<file path="config.mk">
export PLATFORM = sky130hd
export DESIGN_NAME = image_read_ctrl
export DESIGN_NICKNAME = d
export VERILOG_FILES = /design/src/rtl/image_read_ctrl.sv
export SDC_FILE = /design/constraint.sdc
export NUM_CORES = 1
export LEC_CHECK = 0
export BUFFER_PORTS_ARGS = -buffer_cell sky130_fd_sc_hd__clkbuf_2
export CAP_MARGIN = 20
export CORE_ASPECT_RATIO = 0.9
export CORE_MARGIN = 2
export CORE_UTILIZATION = 49
export DETAILED_ROUTE_END_ITERATION = 6
export GPL_ROUTABILITY_DRIVEN = 0
export MAX_ROUTING_LAYER = met4
export PLACE_DENSITY = 0.7
export SLEW_MARGIN = 0
export SYNTH_ARGS = -nofsm -noshare
export SYNTH_HDL_FRONTEND = slang
export SYNTH_SLANG_ARGS = --single-unit
</file>
<file path="constraint.sdc">
create_clock -name clk -period 3.6 [get_ports clk]
set_input_delay 0.36 -clock clk [delete_from_list [all_inputs] [get_ports clk]]
set_output_delay 0.36 -clock clk [all_outputs]
set_load 0.005 [all_outputs]
</file>
<file path="src/rtl/image_read_ctrl.sv">
// Image read controller: fetches NUM_BYTES bytes from a one-cycle-latency memory
// and streams them out through a 2-entry FIFO with a valid/ready handshake.
module image_read_ctrl #(
   parameter int NUM_BYTES = 200,
   parameter int ADDR_W    = 8,
   parameter int DATA_W    = 8
) (
   input  logic              clk,
   input  logic              rst_n,
   input  logic              start,
   input  logic              abort,
   output logic              mem_rd_en,
   output logic [ADDR_W-1:0] mem_addr,
   input  logic [DATA_W-1:0] mem_rdata,
   output logic              out_valid,
   input  logic              out_ready,
   output logic [DATA_W-1:0] out_data,
   output logic              out_last,
   output logic              busy,
   output logic              done
);
   localparam int               CNT_W    = $clog2(NUM_BYTES + 1);
   localparam logic [CNT_W-1:0] N_CNT    = CNT_W'(NUM_BYTES);
   localparam logic [CNT_W-1:0] LAST_IDX = CNT_W'(NUM_BYTES - 1);

   typedef enum logic [1:0] {IDLE, FETCH, DRAIN, DONE} state_t;

   state_t            state;
   logic [CNT_W-1:0]  issued_cnt;
   logic [CNT_W-1:0]  out_cnt;
   logic [ADDR_W-1:0] addr_q;
   logic              inflight;
   logic              busy_q;
   logic              done_q;
   logic [DATA_W-1:0] fifo_mem [2];
   logic              wr_ptr;
   logic              rd_ptr;
   logic [1:0]        fifo_cnt;
   logic              push;
   logic              pop;
   logic              rd_en;
   logic              cancel;
   logic [2:0]        used_n;

   assign push   = inflight;
   assign pop    = out_valid & out_ready;
   assign cancel = abort && (state != IDLE);

   // Credit counts the byte leaving this cycle as freed, which keeps one read per cycle
   // flowing with out_ready held high while never letting the FIFO exceed two entries.
   assign used_n = 3'(fifo_cnt) + 3'(inflight) - 3'(pop);
   assign rd_en  = (state == FETCH) && !abort && (issued_cnt < N_CNT) && (used_n < 3'd2);

   assign mem_rd_en = rd_en;
   assign mem_addr  = addr_q;
   assign out_valid = (fifo_cnt != 2'd0);
   assign out_data  = out_valid ? fifo_mem[rd_ptr] : '0;
   assign out_last  = out_valid && (out_cnt == LAST_IDX);
   assign busy      = busy_q;
   assign done      = done_q;

   always_ff @(posedge clk or negedge rst_n) begin
      if (!rst_n) begin
         state      <= IDLE;
         issued_cnt <= '0;
         out_cnt    <= '0;
         addr_q     <= '0;
         inflight   <= 1'b0;
         busy_q     <= 1'b0;
         done_q     <= 1'b0;
         wr_ptr     <= 1'b0;
         rd_ptr     <= 1'b0;
         fifo_cnt   <= 2'd0;
      end else begin
         done_q   <= 1'b0;
         inflight <= rd_en;
         fifo_cnt <= fifo_cnt + 2'(push) - 2'(pop);
         if (push) wr_ptr <= ~wr_ptr;
         if (pop) begin
            rd_ptr  <= ~rd_ptr;
            out_cnt <= out_cnt + CNT_W'(1);
         end
         if (rd_en) begin
            issued_cnt <= issued_cnt + CNT_W'(1);
            if (issued_cnt != LAST_IDX) addr_q <= addr_q + ADDR_W'(1);
         end
         // Cancel drops buffered bytes and the pending memory return in one edge.
         if (cancel) begin
            state    <= IDLE;
            busy_q   <= 1'b0;
            inflight <= 1'b0;
            wr_ptr   <= 1'b0;
            rd_ptr   <= 1'b0;
            fifo_cnt <= 2'd0;
         end else begin
            case (state)
               IDLE: begin
                  if (start && !abort) begin
                     state      <= FETCH;
                     busy_q     <= 1'b1;
                     issued_cnt <= '0;
                     out_cnt    <= '0;
                     addr_q     <= '0;
                  end
               end
               FETCH: begin
                  if (rd_en && (issued_cnt == LAST_IDX)) state <= DRAIN;
               end
               DRAIN: begin
                  if (pop && out_last) begin
                     state  <= DONE;
                     done_q <= 1'b1;
                  end
               end
               DONE: begin
                  state  <= IDLE;
                  busy_q <= 1'b0;
               end
               default: state <= IDLE;
            endcase
         end
      end
   end

   always_ff @(posedge clk) begin
      if (push) fifo_mem[wr_ptr] <= mem_rdata;
   end
endmodule

</file>
==> run metrics, run 1 <==
status=completed; initial antenna violation count=0; syn nets=248; Cell variety after synth=46; worst min-delay path category=in2async; DRT antenna net count=0; worst clock skew=0.00854 ns; Antenna diodes=0; Tcrit/Tclk final=91.1%; clk slew on worst S/H paths=0.10 ns; maximum capacitance violations=0; Net count, final=282; synth top area cells=dfrtp_1 (34%), edfxtp_1 (20%), nor2_1 (4.1%); die width=78.5 um; required time of the critical path=about 3.2 ns; area grow syn2layout=13.3%; ys flop type=dfrtp_1; Final HPWL DP=3.21 mm; Yosys top cell by area=dfrtp_1; All-Layer GR Usage=18.1%; async set or reset register ratio after synthesis=67.3%; Multi-input gate area=1070 sq um; H-tree Lvls=2; largest vdd supply drop=0.000301 V; crit-path max cell delay=roughly 0.50 ns; post-synthesis cell area=around 2400 sq um; Hold-fix buffers, CTS=0; RSZ-0062 raised after global routing=no; WL per Instance=13.8 um; Post-synth EDFFs=16; kind of cell adding the most delay to the critical path=buffers and inverters; Via density=5.52; fmax=305 MHz; initial DRC count=80; CP bufs+invs=4; Die H=approximately 70 um; gr ovfl total=0; Port Buffer Count=33; I/O pin count=34; kind of critical path=reg2out; Initial DRT Pass Iterations=4; Final Setup Violations=0; Leakage=1.24 nW; Post-CTS Setup Bufs=0; Syn Inst Count=226; DRC Markers=0; CTS Sinks=49; CP startpoint kind=flop; DR vias=1801; Fin. Hold Viols=0; CP max stage cell=dfrtp_1; Register Area=1310 sq um; most numerous cell in the Yosys netlist=dfrtp_1; Inserted Clock Buffers=5; CTS Buffer Depth=2; number of synthesized register bits=49; Worst Tran Pin Value=0.846 ns; initial core utilization=roughly half; worst reg-to-reg path cell count=12; largest net degree at the start of global routing=34; Fillers=slightly above 400; sequential-to-total area share from yosys stat=between 50% and 60%; Yosys top cell area share=33.7%; vias in the first global route=1704; critical path peak fanout=12; CP arrival=2.92 ns; Clk Latency, worst-skew pair=0.31 ns; worst-path cell chain=o21ai_0, buf_4, nor2_1, a21o_1, ha_1, inv_1, fa_1, xnor2_1, nand4_1, inv_1, clkbuf_2; Worst slew margin=approximately 44%; CTS tree=built; Synth top cells by count=dfrtp_1 (33), nor2_1 (27), edfxtp_1 (16); share of cells above drive strength 1=between 10% and 20%; # rows=24; first-pass GRT wire length=between 7 and 8 mm; Worst setup EP type=output pin; WL final=approximately 4.5 mm; die area=5580 sq um; Mapped Avg Cell Area=10.8 sq um; PostCTS Resize Cnt=0; Yosys warnings=0; Worst path most repeated cell=inv_1; worst hold margin=0.142 ns; sum of negative setup slack=0 ns; Final min period=3.28 ns; pwr/cell area=587 nW/um^2; Root Driver=clkbuf_8; core area=4830 sq um; Max Slew Vio Count=0; CP Depth=11
## final timing paths
path                                        from                       end  slack, ns
min                                        rst_n   issued_cnt[3]$_DFF_PN0_       0.14
min in group clk                    mem_rdata[3]  fifo_mem[1][3]$_DFFE_PP_       0.24
max                        fifo_cnt[1]$_DFF_PN0_                 mem_rd_en       0.32
min reg2reg                 out_cnt[7]$_DFF_PN0_      out_cnt[7]$_DFF_PN0_       0.55
max reg2reg                fifo_cnt[1]$_DFF_PN0_     mem_addr[4]$_DFF_PN0_       0.58
max in group asynchronous                  rst_n        rd_ptr$_DFFE_PN0P_       2.93
## registers in the layout, summed over array words and instances, names as in the netlist
| register | count |
|---|---|
| busy | 1 |
| done | 1 |
| fifo_cnt | 2 |
| fifo_mem | 16 |
| inflight | 1 |
| issued_cnt | 8 |
| mem_addr | 8 |
| out_cnt | 8 |
| rd_ptr | 1 |
| state | 2 |
| wr_ptr | 1 |
## report_power, final
part	total, W	switching [W]	internal, W
Clock	0.000354	0.000208	0.000146
Combinational	0.000529	0.000297	0.000232
Sequential	0.000748	0.0000871	0.000661
## placed cells by master, fill, tap and decap left out, drive strengths merged, types with 3 or more instances in the layout
master and n:
o41ai 3, or3 4, edfxtp 16, inv 14
nand2 15, xnor2 7, or4 4, and2 4
nand2b 3, a31oi 3, clkbuf 38, dfrtp 33
ha 8, a21oi 14, mux2i 9, nand3 6
nor2b 3, o31ai 4, o21ai 6, nor2 27
nand4 7, xor2 4, nor3 3
## metal layers
metal  wire [um]  up-vias  global-route usage [%]
li1            -      887                       -
met1        2200      879                    24.1
met2        2130       28                    28.2
met3         123        7                    3.19
met4          57        0                    6.63
met5           0        -                       -
## through the flow
stage	area, sq um	util (%)	std cells	setup WS, ns	power, W
floorplan	2450	-	226	0.968	0.00113
global placement	2680	55.4	318	0.694	0.00128
detailed placement	2680	55.4	318	0.588	0.00129
CTS	2780	57.4	326	0.294	0.00165
global route	2780	57.4	326	0.0357	0.00174
finish	2780	57.4	326	0.319	0.00163
## final cells by class
cell class	count	share of cell area, %
timing repair buffer	35	6.49
clock inverter	3	1.04
multi-input combinational	157	38.4
clock buffer	5	2.48
tap	65	2.93
inverter	12	1.62
sequential	49	47.0
## cell families after synthesis
logic type	Yosys count	share of synthesized area (%)
multiplexers	9	3.68
AO/OA/AOI/OAI	43	13.1
flip-flops	49	53.3
AND/OR/NAND/NOR	85	17.9
adder cells (fa/ha/maj)	9	4.90
XOR/XNOR	11	3.93
buffers and inverters	20	3.17
Power figures use the tool's default switching activity.
==> run 2: changes to the inputs <==
==> constraint.sdc (replaced) <==
create_clock -name clk -period 4 [get_ports clk]
set_input_delay 0.4 -clock clk [delete_from_list [all_inputs] [get_ports clk]]
set_output_delay 0.4 -clock clk [all_outputs]
set_load 0.005 [all_outputs]
==> run metrics, run 2 (synthesized netlist as in run 1, its figures left out) <==
max reg flops=16; Clk Latency, worst-skew pair=slightly above 0.3 ns; I/O pin count=34; worst min-delay path category=in2async; worst-path cell chain=o21ai_0, nor2_1, a21o_1, ha_1, inv_1, fa_1, xnor2_1, nand4_1, inv_1, clkbuf_2; commonest cells after routing, fill and taps aside=dfrtp_1 (33), clkbuf_2 (33), nor2_1 (27), edfxtp_1 (16), nand2_1 (15); vias in the first global route=1797; CTS tree=built; Tcrit/Tclk final=89.0%; Multi-input gate area=1070 sq um; final design utilization=57.7%; pwr/cell area=544 nW/um^2; worst clock skew=0.00813 ns; initial core utilization=approximately half; area grow syn2layout=13.8%; die area=~5600 sq um; Worst path most repeated cell=inv_1; All-Layer GR Usage=between 15 and 20%; # rows=24; H-tree Lvls=2; required time of the critical path=between 3 and 4 ns; gr ovfl total=0; largest net degree at the start of global routing=34; die width=78.5 um; share of cells above drive strength 1=19.2%; Largest Register=fifo_mem; Final HPWL DP=3.28 mm; post-route insts no fill=325; placed cells=about 320; largest vdd supply drop=0.000306 V; maximum capacitance violations=0; worst hold margin=about 0.18 ns; initial DRC count=55; CP arrival=3.16 ns; Inserted Clock Buffers=5; DR vias=~1.8k; Worst slew margin=43.1%; sum of negative setup slack=0 ns; Fin. Hold Viols=0; CTS Buffer Depth=2; DRT antenna net count=0; clk slew on worst S/H paths=~0.10 ns; RSZ-0062 raised after global routing=no; Initial DRT Pass Iterations=4; Net count, final=281; status=completed; WL per Instance=14.4 um; Hold-fix buffers, CTS=0; fmax=281 MHz; first-pass GRT wire length=approximately 8.3 mm; Port Buffer Count=33; WL final=4.68 mm; initial antenna violation count=0; Leakage=about 1.2 nW; Worst Tran Pin Value=0.853 ns; CTS Sinks=49; Die H=roughly 71 um; kind of critical path=reg2out; CP startpoint kind=flop; Final Setup Violations=0; core area=between 4000 and 5000 sq um; Final min period=3.56 ns; Register Area=approximately 1300 sq um; Root Driver=clkbuf_8; Worst setup EP type=output pin; Fillers=435; Via density=5.44; Antenna diodes=0; crit-path max cell delay=0.53 ns; PostCTS Resize Cnt=0; DRC Markers=0; Post-CTS Setup Bufs=0; CP max stage cell=o21ai_0; critical path peak fanout=12; Max Slew Vio Count=0
run 2: cell types whose count changed in the layout (fill, tap and decap cells not counted), sizes merged:
| cell | before | now |
|---|---|---|
| clkinv | 1 | 0 |
| buf | 2 | 1 |
| bufinv | 0 | 1 |
run 2: metal layers:
layer | GRT usage (%) | up-vias | part of all wire (%)
met4 | 8.77 | 0 | 2.1
li1 | - | 884 | -
met2 | 28.8 | 38 | 44
met3 | 3.95 | 10 | 2.8
met5 | - | - | 0
met1 | 26.5 | 837 | 51
run 2: area by class of cell:
class / instances / area share, %
Inverter: 12 / 1.62
Sequential cell: 49 / 46.9
Timing Repair Buffer: 34 / 6.19
Tap cell: 65 / 2.92
Clock buffer: 5 / 2.47
Clock inverter: 3 / 1.71
Multi-Input combinational cell: 157 / 38.2
run 2: critical path, delay by kind of cell, from the launching register on:
kind	cells	cell delay, ns
AOI/OAI and AO/OA	2	0.73
xor gates and xnor gates	1	0.12
adders and majority gates	2	0.38
buffers and inverters	3	0.67
DFF	1	0.47
and+or+nand+nor	2	0.47
run 2: power breakdown:
part | leakage, nW | total, W | switching, W | internal, W
clock network | 0.0591 | 0.000365 | 0.000175 | 0.000191
logic | 0.589 | 0.000477 | 0.000272 | 0.000205
registers | 0.592 | 0.000673 | 0.0000784 | 0.000595
run 2: stage by stage:
step           setup slack, ns  instance area (sq um)  total power, W
3_3_place_gp             0.918                   2670         0.00115
3_5_place_dp             0.756                   2670         0.00116
4_1_cts                  0.427                   2790         0.00153
5_1_grt                 0.0811                   2790         0.00162
6_report                 0.441                   2790         0.00152
2_1_floorplan             1.35                   2450         0.00102
run 2: final timing paths:
| kind | start | to | slack, ns | cells past startpoint |
|---|---|---|---|---|
| max in group asynchronous | rst_n | out_cnt[0]$_DFF_PN0_ | 3.31 | 1 |
| max | fifo_cnt[1]$_DFF_PN0_ | mem_rd_en | 0.44 | 10 |
| min reg2reg | out_cnt[7]$_DFF_PN0_ | out_cnt[7]$_DFF_PN0_ | 0.55 | 2 |
| min in group clk | mem_rdata[1] | fifo_mem[1][1]$_DFFE_PP_ | 0.27 | 1 |
| max reg2reg | fifo_cnt[1]$_DFF_PN0_ | issued_cnt[5]$_DFF_PN0_ | 0.72 | 11 |
| min | rst_n | issued_cnt[2]$_DFF_PN0_ | 0.18 | 1 |
==> run 3: changes to the inputs <==
--- a/config.mk
+++ b/config.mk
@@ -6,14 +6,15 @@
 export NUM_CORES = 1
 export LEC_CHECK = 0
 export BUFFER_PORTS_ARGS = -buffer_cell sky130_fd_sc_hd__clkbuf_2
-export CAP_MARGIN = 20
+export CAP_MARGIN = 40
 export CORE_ASPECT_RATIO = 0.9
 export CORE_MARGIN = 2
-export CORE_UTILIZATION = 49
+export CORE_UTILIZATION = 50
 export DETAILED_ROUTE_END_ITERATION = 6
 export GPL_ROUTABILITY_DRIVEN = 0
 export MAX_ROUTING_LAYER = met4
-export PLACE_DENSITY = 0.7
+export PLACE_DENSITY = 0.71
+export SETUP_SLACK_MARGIN = 0.05
 export SLEW_MARGIN = 0
 export SYNTH_ARGS = -nofsm -noshare
 export SYNTH_HDL_FRONTEND = slang
==> run metrics, run 3 (synthesized netlist as in run 1, its figures left out) <==
WL per Instance=14.2 um; area grow syn2layout=14.6%; Net Sw Power=0.000507 W; Tcrit/Tclk final=~89%; Worst Setup SP=fifo_cnt[1]$_DFF_PN0_; Worst Tran Pin Value=0.795 ns; DRT antenna net count=0; CP arrival=3.16 ns; initial core utilization=51.3%; kind of cell adding the most delay to the critical path=buffers and inverters; Root Driver=clkbuf_8; largest vdd supply drop=0.000302 V; worst min-delay path category=in2reg; kind of critical path=reg2out; Hold-fix buffers, CTS=1; All-Layer GR Usage=about 20%; sequential share of power=45.0%; reg-to-reg startpoint=fifo_cnt[1]$_DFF_PN0_; Worst setup EP type=output pin; Largest Register=fifo_mem; final design utilization=58.8%; CP max stage cell=o21ai_0; Via density=5.48; CP Depth=10; Worst path most repeated cell=inv_1; die width=slightly below 80 um; post-route insts no fill=327; worst clock skew=0.00629 ns; Fillers=411; Port Buffer Count=33; Post-CTS Setup Bufs=0; hold_sp=mem_rdata[4]; R2R Setup Slk=~0.76 ns; CTS Buffer Depth=2; critical path peak fanout=12; RR Endpoint=mem_addr[3]$_DFF_PN0_; sum of negative setup slack=0 ns; placed cells=318; # rows=24; Final min period=3.56 ns; RSZ-0062 raised after global routing=no; Worst slew margin=47.0%; Clk pwr share=23.0%; maximum capacitance violations=0; Antenna diodes=0; DR vias=1793; CTS Sinks=49; fmax=281 MHz; max reg flops=16; PostCTS Resize Cnt=0; CP startpoint kind=flop; pwr/cell area=approximately 530 nW/um^2; CTS tree=built; crit path to=mem_rd_en; required time of the critical path=3.60 ns; first-pass GRT wire length=8.22 mm; Leakage=between 1 and 1.5 nW; initial antenna violation count=0; I/O pin count=34; status=completed; P_int=0.000987 W; Inserted Clock Buffers=5; worst-path cell chain=o21ai_0, nor2_1, a21o_1, ha_1, inv_1, fa_1, xnor2_1, nand4_1, inv_1, clkbuf_2; DRC Markers=0; worst hold margin=0.282 ns; clk slew on worst S/H paths=0.08 ns; Net count, final=approximately 280; largest net degree at the start of global routing=27; Fin. Hold Viols=0; share of cells above drive strength 1=18.7%; crit-path max cell delay=around 0.5 ns; Final HPWL DP=about 3.4 mm; Max Slew Vio Count=0; die area=5480 sq um; CP bufs+invs=3; core area=4770 sq um; Die H=70.4 um; vias in the first global route=1741; initial DRC count=156; Power, Total=0.00149 W; Logic pwr share=around a third; Final Setup Violations=0; WL final=4.65 mm; Net Sw Frac=34.0%; commonest cells after routing, fill and taps aside=dfrtp_1 (33), clkbuf_2 (33), nor2_1 (27), edfxtp_1 (16), nand2_1 (15); H-tree Lvls=2; Clk Latency, worst-skew pair=approximately 0.31 ns; Initial DRT Pass Iterations=4; gr ovfl total=0; worst reg-to-reg path cell count=11
-- run 3: changes by cell type in the layout (fill, tap and decap cells not counted), sizes merged --
cell,previous run,this run
clkbuf,38,39
dlygate4sd3,0,1
inv,14,12
clkinv,0,1
buf,1,2
-- run 3: layer usage --
metal | track usage, % | vias up | routed length [um]
li1 | - | 887 | -
met1 | 28.1 | 879 | 2280
met2 | 28.2 | 22 | 2170
met3 | 5.43 | 5 | 140
met4 | 5.36 | 0 | 54
met5 | - | - | 0
-- run 3: worst min-delay path by stage --
stage	depth (start not counted)	end	slack, ns
3_3_place_gp	2	out_cnt[7]$_DFF_PN0_	0.52
6_report	1	fifo_mem[0][4]$_DFFE_PP_	0.28
4_1_cts	1	fifo_mem[0][4]$_DFFE_PP_	0.28
2_1_floorplan	0	busy$_DFFE_PN0P_	0.10
3_5_place_dp	1	issued_cnt[1]$_DFF_PN0_	0.28
5_1_grt	1	fifo_mem[0][4]$_DFFE_PP_	0.27
-- run 3: cell type report --
cell class | count | area (sq um) | area share, %
Timing Repair Buffer | 36 | 203 | 7.22
Clock inverter | 2 | 33.8 | 1.20
Inverter | 12 | 45.0 | 1.60
Clock buffer | 6 | 72.6 | 2.58
Sequential cell | 49 | 1310 | 46.5
Multi-Input combinational cell | 157 | 1070 | 38.0
Tap cell | 65 | 81.3 | 2.90
-- run 3: power groups by stage --
stage                     Sequential, W  Combinational [W]  Clock, W
final                          0.000673           0.000477  0.000344
after global routing           0.000686           0.000555  0.000370
after CTS                      0.000674           0.000486  0.000352
after detailed placement       0.000684           0.000481         0
after global placement         0.000680           0.000467         0
after floorplan                0.000654           0.000362         0
-- run 3: stage by stage --
step           setup slack, ns  instance area (sq um)
2_1_floorplan             1.35                   2450
3_3_place_gp             0.920                   2670
3_5_place_dp             0.769                   2690
5_1_grt                 0.0821                   2810
6_report                 0.440                   2810
4_1_cts                  0.415                   2810
